## config.mk

```make
export PLATFORM = sky130hd
export DESIGN_NAME = instr_encoder
export DESIGN_NICKNAME = d
export VERILOG_FILES = /design/src/rtl/rv_enc_pkg.sv /design/src/rtl/instr_fmt.sv /design/src/rtl/instr_encoder.sv
export SDC_FILE = /design/constraint.sdc
export NUM_CORES = 1
export LEC_CHECK = 0
export ABC_AREA = 1
export BUFFER_PORTS_ARGS = -buffer_cell sky130_fd_sc_hd__buf_2
export CAP_MARGIN = 5
export CORE_ASPECT_RATIO = 1.25
export CORE_MARGIN = 2
export CORE_UTILIZATION = 47
export DETAILED_ROUTE_END_ITERATION = 16
export GPL_TIMING_DRIVEN = 0
export HOLD_SLACK_MARGIN = 0.1
export PLACE_DENSITY = 0.76
export RECOVER_POWER = 50
export SYNTH_ARGS = -nofsm -noshare
export SYNTH_HDL_FRONTEND = slang
export SYNTH_SLANG_ARGS = --single-unit
```

## constraint.sdc

```tcl
create_clock -name clk -period 1.7 [get_ports clk]
set_input_delay 0.34 -clock clk [delete_from_list [all_inputs] [get_ports clk]]
set_output_delay 0.34 -clock clk [all_outputs]
set_load 0.03 [all_outputs]
```

## src/rtl/rv_enc_pkg.sv

```systemverilog
`default_nettype none
// ============================================================================
//  Package     : rv_enc_pkg
//  Description : Shared types and constants for the RV32I instruction encoder:
//                op-class enum, base opcodes, fixed funct3 values and the
//                encoder FSM state enum.
//  Revision    : 1.0  initial release
// ============================================================================
package rv_enc_pkg;

    // Symbolic op classes carried by an input descriptor; codes 6 and 7 are
    // undefined and cause the descriptor to be rejected.
    typedef enum logic [2:0] {
        OP_LW    = 3'd0,
        OP_SW    = 3'd1,
        OP_RTYPE = 3'd2,
        OP_BEQ   = 3'd3,
        OP_ITYPE = 3'd4,
        OP_JAL   = 3'd5
    } opclass_e;

    localparam logic [6:0] OPC_LOAD   = 7'b0000011;
    localparam logic [6:0] OPC_STORE  = 7'b0100011;
    localparam logic [6:0] OPC_OP     = 7'b0110011;
    localparam logic [6:0] OPC_BRANCH = 7'b1100011;
    localparam logic [6:0] OPC_OPIMM  = 7'b0010011;
    localparam logic [6:0] OPC_JAL    = 7'b1101111;

    localparam logic [2:0] F3_LW  = 3'b010;
    localparam logic [2:0] F3_SW  = 3'b010;
    localparam logic [2:0] F3_BEQ = 3'b000;

    typedef enum logic [1:0] {
        ST_IDLE   = 2'd0,
        ST_ACTIVE = 2'd1,
        ST_DRAIN  = 2'd2
    } enc_state_e;

endpackage : rv_enc_pkg
`default_nettype wire

```

## src/rtl/instr_fmt.sv

```systemverilog
`default_nettype none
// ============================================================================
//  Module      : instr_fmt
//  Description : Purely combinational RV32I field packer. Packs one symbolic
//                descriptor into a 32-bit instruction word and flags whether
//                the op class is defined and the immediate is acceptable.
//  Ports       : op/rd/rs1/rs2/funct3/funct7b5/imm  descriptor fields (in)
//                instr      packed instruction word                  (out)
//                op_valid   op class is one of the six defined codes (out)
//                valid_imm  immediate acceptable for the format      (out)
//  Config      : INSTR_ENC_IMM_CHECK_EN enables immediate range checking;
//                without it immediates are silently truncated.
//  Revision    : 1.0  initial release
// ============================================================================
module instr_fmt
    import rv_enc_pkg::*;
(
    input  logic [2:0]  op,
    input  logic [4:0]  rd,
    input  logic [4:0]  rs1,
    input  logic [4:0]  rs2,
    input  logic [2:0]  funct3,
    input  logic        funct7b5,
    input  logic [31:0] imm,
    output logic [31:0] instr,
    output logic        op_valid,
    output logic        valid_imm
);

    logic fit_i;
    logic fit_b;
    logic fit_j;

`ifdef INSTR_ENC_IMM_CHECK_EN
    // B and J offsets must be even: bit 0 is not representable.
    assign fit_i = ($signed(imm) >= -32'sd2048) && ($signed(imm) <= 32'sd2047);
    assign fit_b = ($signed(imm) >= -32'sd4096) && ($signed(imm) <= 32'sd4094) && !imm[0];
    assign fit_j = ($signed(imm) >= -32'sd1048576) && ($signed(imm) <= 32'sd1048574) && !imm[0];
`else
    logic unused_imm_hi;
    assign unused_imm_hi = ^imm[31:21];
    assign fit_i = 1'b1;
    assign fit_b = 1'b1;
    assign fit_j = 1'b1;
`endif

    always_comb begin
        instr     = 32'd0;
        op_valid  = 1'b1;
        valid_imm = 1'b1;
        case (op)
            OP_LW: begin
                instr     = {imm[11:0], rs1, F3_LW, rd, OPC_LOAD};
                valid_imm = fit_i;
            end
            OP_SW: begin
                instr     = {imm[11:5], rs2, rs1, F3_SW, imm[4:0], OPC_STORE};
                valid_imm = fit_i;
            end
            OP_RTYPE: begin
                instr = {1'b0, funct7b5, 5'b00000, rs2, rs1, funct3, rd, OPC_OP};
            end
            OP_BEQ: begin
                instr     = {imm[12], imm[10:5], rs2, rs1, F3_BEQ, imm[4:1], imm[11], OPC_BRANCH};
                valid_imm = fit_b;
            end
            OP_ITYPE: begin
                instr     = {imm[11:0], rs1, funct3, rd, OPC_OPIMM};
                valid_imm = fit_i;
            end
            OP_JAL: begin
                instr     = {imm[20], imm[10:1], imm[11], imm[19:12], rd, OPC_JAL};
                valid_imm = fit_j;
            end
            default: begin
                op_valid = 1'b0;
            end
        endcase
    end

endmodule : instr_fmt
`default_nettype wire

```

## src/rtl/instr_encoder.sv

```systemverilog
`default_nettype none
// ============================================================================
//  Module      : instr_encoder
//  Description : Streaming RV32I instruction encoder. Accepts symbolic
//                descriptors over valid/ready, emits packed instruction words
//                with their word addresses through a single output register.
//  Ports       : clk, reset_n (sync, active low), start
//                in_valid/in_ready/in_last + descriptor fields
//                out_valid/out_ready, out_instr, out_addr
//                done  one-cycle pulse when the program has fully drained
//                err   one-cycle pulse when an accepted descriptor is rejected
//  Config      : INSTR_ENC_IMM_CHECK_EN (see instr_fmt) rejects out-of-range
//                immediates.
//  Revision    : 1.0  initial release
// ============================================================================
module instr_encoder #(
    parameter int ADDR_W    = 10,
    parameter int BASE_ADDR = 0
) (
    input  logic              clk,
    input  logic              reset_n,
    input  logic              start,
    input  logic              in_valid,
    output logic              in_ready,
    input  logic              in_last,
    input  logic [2:0]        in_op,
    input  logic [4:0]        in_rd,
    input  logic [4:0]        in_rs1,
    input  logic [4:0]        in_rs2,
    input  logic [2:0]        in_funct3,
    input  logic              in_funct7b5,
    input  logic [31:0]       in_imm,
    output logic              out_valid,
    input  logic              out_ready,
    output logic [31:0]       out_instr,
    output logic [ADDR_W-1:0] out_addr,
    output logic              done,
    output logic              err
);
    import rv_enc_pkg::*;

    enc_state_e        state;
    enc_state_e        state_next;
    logic [ADDR_W-1:0] addr_cnt;
    logic [31:0]       fmt_instr;
    logic              fmt_op_ok;
    logic              fmt_imm_ok;
    logic              accept;
    logic              good;
    logic              out_hs;

    instr_fmt u_fmt (
        .op        (in_op),
        .rd        (in_rd),
        .rs1       (in_rs1),
        .rs2       (in_rs2),
        .funct3    (in_funct3),
        .funct7b5  (in_funct7b5),
        .imm       (in_imm),
        .instr     (fmt_instr),
        .op_valid  (fmt_op_ok),
        .valid_imm (fmt_imm_ok)
    );

    assign accept = in_valid && in_ready;
    assign good   = accept && fmt_op_ok && fmt_imm_ok;
    assign err    = accept && !(fmt_op_ok && fmt_imm_ok);
    assign out_hs = out_valid && out_ready;

    always_comb begin
        state_next = state;
        in_ready   = 1'b0;
        done       = 1'b0;
        case (state)
            ST_IDLE: begin
                if (start) begin
                    state_next = ST_ACTIVE;
                end
            end
            ST_ACTIVE: begin
                in_ready = !out_valid || out_ready;
                // Last descriptor ends the program whether or not it was encodable.
                if (in_valid && (!out_valid || out_ready) && in_last) begin
                    state_next = ST_DRAIN;
                end
            end
            ST_DRAIN: begin
                // Either the final word leaves now, or nothing is held
                // (last descriptor rejected): the program is complete.
                if (!out_valid || out_ready) begin
                    done       = 1'b1;
                    state_next = ST_IDLE;
                end
            end
            default: begin
                state_next = ST_IDLE;
            end
        endcase
    end

    always_ff @(posedge clk) begin
        if (!reset_n) begin
            state     <= ST_IDLE;
            out_valid <= 1'b0;
            out_instr <= 32'd0;
            out_addr  <= '0;
            addr_cnt  <= '0;
        end else begin
            state <= state_next;

            if (state == ST_IDLE && start) begin
                addr_cnt <= ADDR_W'(BASE_ADDR);
            end else if (out_hs) begin
                addr_cnt <= addr_cnt + ADDR_W'(1);
            end

            // A new word can only be captured when the register is empty or
            // draining this cycle; in the latter case it takes the next address.
            if (good) begin
                out_valid <= 1'b1;
                out_instr <= fmt_instr;
                out_addr  <= out_hs ? addr_cnt + ADDR_W'(1) : addr_cnt;
            end else if (out_hs) begin
                out_valid <= 1'b0;
            end
        end
    end

endmodule : instr_encoder
`default_nettype wire

```

==> key figures <==
Outcome
  – Outcome: complete, no violations

Routing
  – DRT antenna net count: 0
  – TritonRoute pass-1 iters: 5
  – Final wirelength: around 6500 um
  – Wire per inst: ~13 um
  – DR iter-0 viols: roughly 110
  – Via density: about 4.9
  – DR vias: about 2500
  – # DRC: 0

Synthesis
  – Post-synth cell types: 33
  – Avg Inst Size Synth: approximately 7 sq um
  – Ys async rst share: 0%
  – Syn. warnings: 0
  – Post-Syn Area: roughly 0.0025 sq mm
  – Synth Register Bits: between 50 and 60
  – Top_reg_cell synth: dfxtp_1
  – Sequential area share after synthesis: 43.2%
  – Gate Count Post-Synth: 352
  – Synth area leaders: dfxtp_1 (43%), nand2_1 (17%), a21oi_1 (6.7%)
  – Synth top area share: between 40% and 50%
  – Post-synth net total: roughly 410
  – Most frequent cells after synthesis: nand2_1 (114), dfxtp_1 (53), nor2_1 (39), a21oi_1 (33), inv_1 (26)
  – Most frequent cell after synthesis: nand2_1
  – Cell type with the largest total area after synthesis: dfxtp_1
  – EDFF count, synth: 0

Die
  – Starting Density: between 40% and 50%
  – Top-level I/O count: between 100 and 150
  – Die height: 84.8 um
  – Placeable Area: just over 0.005 sq mm
  – Die X-Extent: around 69 um
  – Die area: 0.00582 sq mm
  – Row cnt: 29

Setup path
  – Critical path's top delay family: flip-flops
  – Worst path cell trace: inv_2 -> nor2_4 -> nand3_4 -> nor2_1 -> buf_2
  – Startpoint types: register
  – Crit path buf inv count: 2
  – Worst Setup SP: state[0]$_SDFFE_PN0P_
  – Max incr delay on CP: about 0.35 ns
  – Number of cells on the critical path: 5
  – CP Data Arrival Time: ~1.3 ns
  – Slowest stage cell, crit path: dfxtp_1
  – Worst r2r dst: out_instr[27]$_SDFFE_PN0P_
  – FF-to-FF Start: state[0]$_SDFFE_PN0P_
  – Crit Path Max Fanout: 4
  – R2R setup slack: between 0.2 and 0.3 ns
  – Worst Setup EP: err
  – Reg2Reg Depth: 6
  – Worst setup EP type: output pin
  – Crit Path Class: register to output pin
  – CP Data Required Time: approximately 1.4 ns

Pwr
  – LEAKAGE: between 1 and 1.5 nW
  – Power per cell area: ~800 mW/mm^2
  – Total power: ~2.4 mW
  – Max IR drop VDD: between 0.3 and 0.4 mV

Clock network
  – H-tree levels: 2
  – Worst-path clk slew: 0.09 ns
  – CTS Hold Bufs: 0
  – Setup Fix Bufs, Post-CTS: 0
  – Clk Latency, worst-skew pair: around 0.31 ns
  – CTS tree: built
  – Clock Path Buffers: 2
  – CTS resizes: 0
  – TritonCTS Buffers: 5
  – Clock Sink Count: between 50 and 60
  – Root Buffer Master: clkbuf_8

Finish
  – # diodes: 0
  – Final Cell Area: a little over 0.003 sq mm
  – Post-layout util: 59.9%
  – Final #Nets: just over 500
  – Area delta synth->final: 23.1%
  – Layout cells sized above 1: between 10% and 20%

STA
  – Max Slew Vio Count: 0
  – Setup violators final: 0
  – Clock Skew: around 0.004 ns
  – RSZ-0062 raised after global routing: no
  – Hold Fails Final Rpt: 0
  – Worst slew pin tran: between 0.5 and 0.6 ns
  – Worst slew margin: ~64%
  – Tcrit/Tclk final: a little over nine tenths
  – Fmax: a little over 0.6 GHz
  – Setup TNS: 0 ns
  – Tmin final: 1.61 ns

Placed design
  – Routability Congestion: 0.826
  – Area post-placement: 0.00300 sq mm
  – Dpl hpwl: slightly below 5000 um
  – Port Buf Inserts: 93

Global route
  – Total GRT Usage: 23.8%
  – Global-route wire length before repair: around 11000 um
  – Grt total ovfl: 0
  – Vias in the first global route: about 2400
  – Largest net degree at the start of global routing: 16
  – Antenna violations before repair: 0

Hold path
  – Hold Path Class: primary input to register

Job
  – Max-cap viol count: 0
-- area by class of cell --
class                           count  area [sq um]
Multi-Input combinational cell    255          1170
Buffer                             14          96.3
Timing Repair Buffer               93           414
Sequential cell                    53          1060
Inverter                           30           113
Clock buffer                        7          76.3
Fill cell                         512          2020
Clock inverter                      1          7.51
Tap cell                           62          77.6
-- kinds of logic after synthesis --
logic type / Yosys count / share of synthesized area [%]
compound gates: 59 / 12.4
fa+ha+maj: 1 / 0.510
buf+inv: 44 / 8.52
xor+xnor: 3 / 1.07
simple gates: 192 / 34.2
flops: 53 / 43.2
-- through the flow --
step / hold slack (ns) / worst slack, ns / instances
final: 0.268 / 0.0885 / 515
after global placement: 0.451 / 0.157 / 507
after detailed placement: 0.452 / 0.140 / 507
after CTS: 0.267 / 0.0380 / 515
after global routing: 0.290 / 0.0124 / 515
after floorplan: 0.474 / 0.0319 / 352
-- worst min-delay path by stage --
| stage | startpoint | to | slack [ns] | cells after the start |
|---|---|---|---|---|
| after floorplan | addr_cnt[7]$_SDFF_PP0_ | addr_cnt[7]$_SDFF_PP0_ | 0.47 | 2 |
| after global placement | out_instr[12]$_SDFFE_PN0P_ | out_instr[12]$_SDFFE_PN0P_ | 0.45 | 2 |
| after detailed placement | out_instr[16]$_SDFFE_PN0P_ | out_instr[16]$_SDFFE_PN0P_ | 0.45 | 2 |
| after CTS | in_imm[5] | out_instr[25]$_SDFFE_PN0P_ | 0.27 | 3 |
| after global routing | in_imm[8] | out_instr[28]$_SDFFE_PN0P_ | 0.29 | 3 |
| final | in_imm[5] | out_instr[25]$_SDFFE_PN0P_ | 0.27 | 3 |
-- sequential cells by signal (all words and copies together) (netlist names) --
| register | cells |
|---|---|
| out_valid | 1 |
| state | 2 |
| out_addr | 10 |
| addr_cnt | 10 |
| out_instr | 30 |
-- worst reg2reg max path, stage by stage, from the launching register on --
cell and delay [ns]:
dfxtp_1 0.35, inv_2 0.07, nor2_4 0.13, nand4_1 0.29, buf_2 0.31, a21oi_1 0.13
nor2_1 0.06
-- per-layer routing --
metal	vias up	track usage (%)	wire, um
met3	7	6.30	391
li1	1316	-	-
met4	0	6.00	69
met5	-	0	0
met2	70	41.3	3270
met1	1143	28.2	2760
-- where the power goes --
part | internal, mW | total (mW) | leakage, nW | switching (mW)
clock network | 0.292 | 0.700 | 0.0385 | 0.408
registers | 1.28 | 1.31 | 0.430 | 0.0244
logic | 0.133 | 0.414 | 0.908 | 0.281
-- cell usage in the layout, fill, tap and decap left out, types with 2 or more instances in the layout --
cell type / netlist / layout
a21oi_1: 33 / 33
and3_1: 2 / 2
buf_2: 5 / 57
buf_4: 2 / 2
buf_6: 4 / 4
clkbuf_1: 1 / 45
clkbuf_8: 0 / 5
dfxtp_1: 53 / 53
inv_1: 26 / 26
inv_2: 4 / 4
nand2_1: 114 / 114
nand3_1: 19 / 19
nand3b_1: 2 / 2
nand4_1: 3 / 4
nor2_1: 39 / 40
nor2_4: 3 / 2
nor3_2: 1 / 2
o21ai_0: 20 / 20
o21ai_1: 3 / 3
xor2_1: 2 / 2
Power figures use the tool's default switching activity.
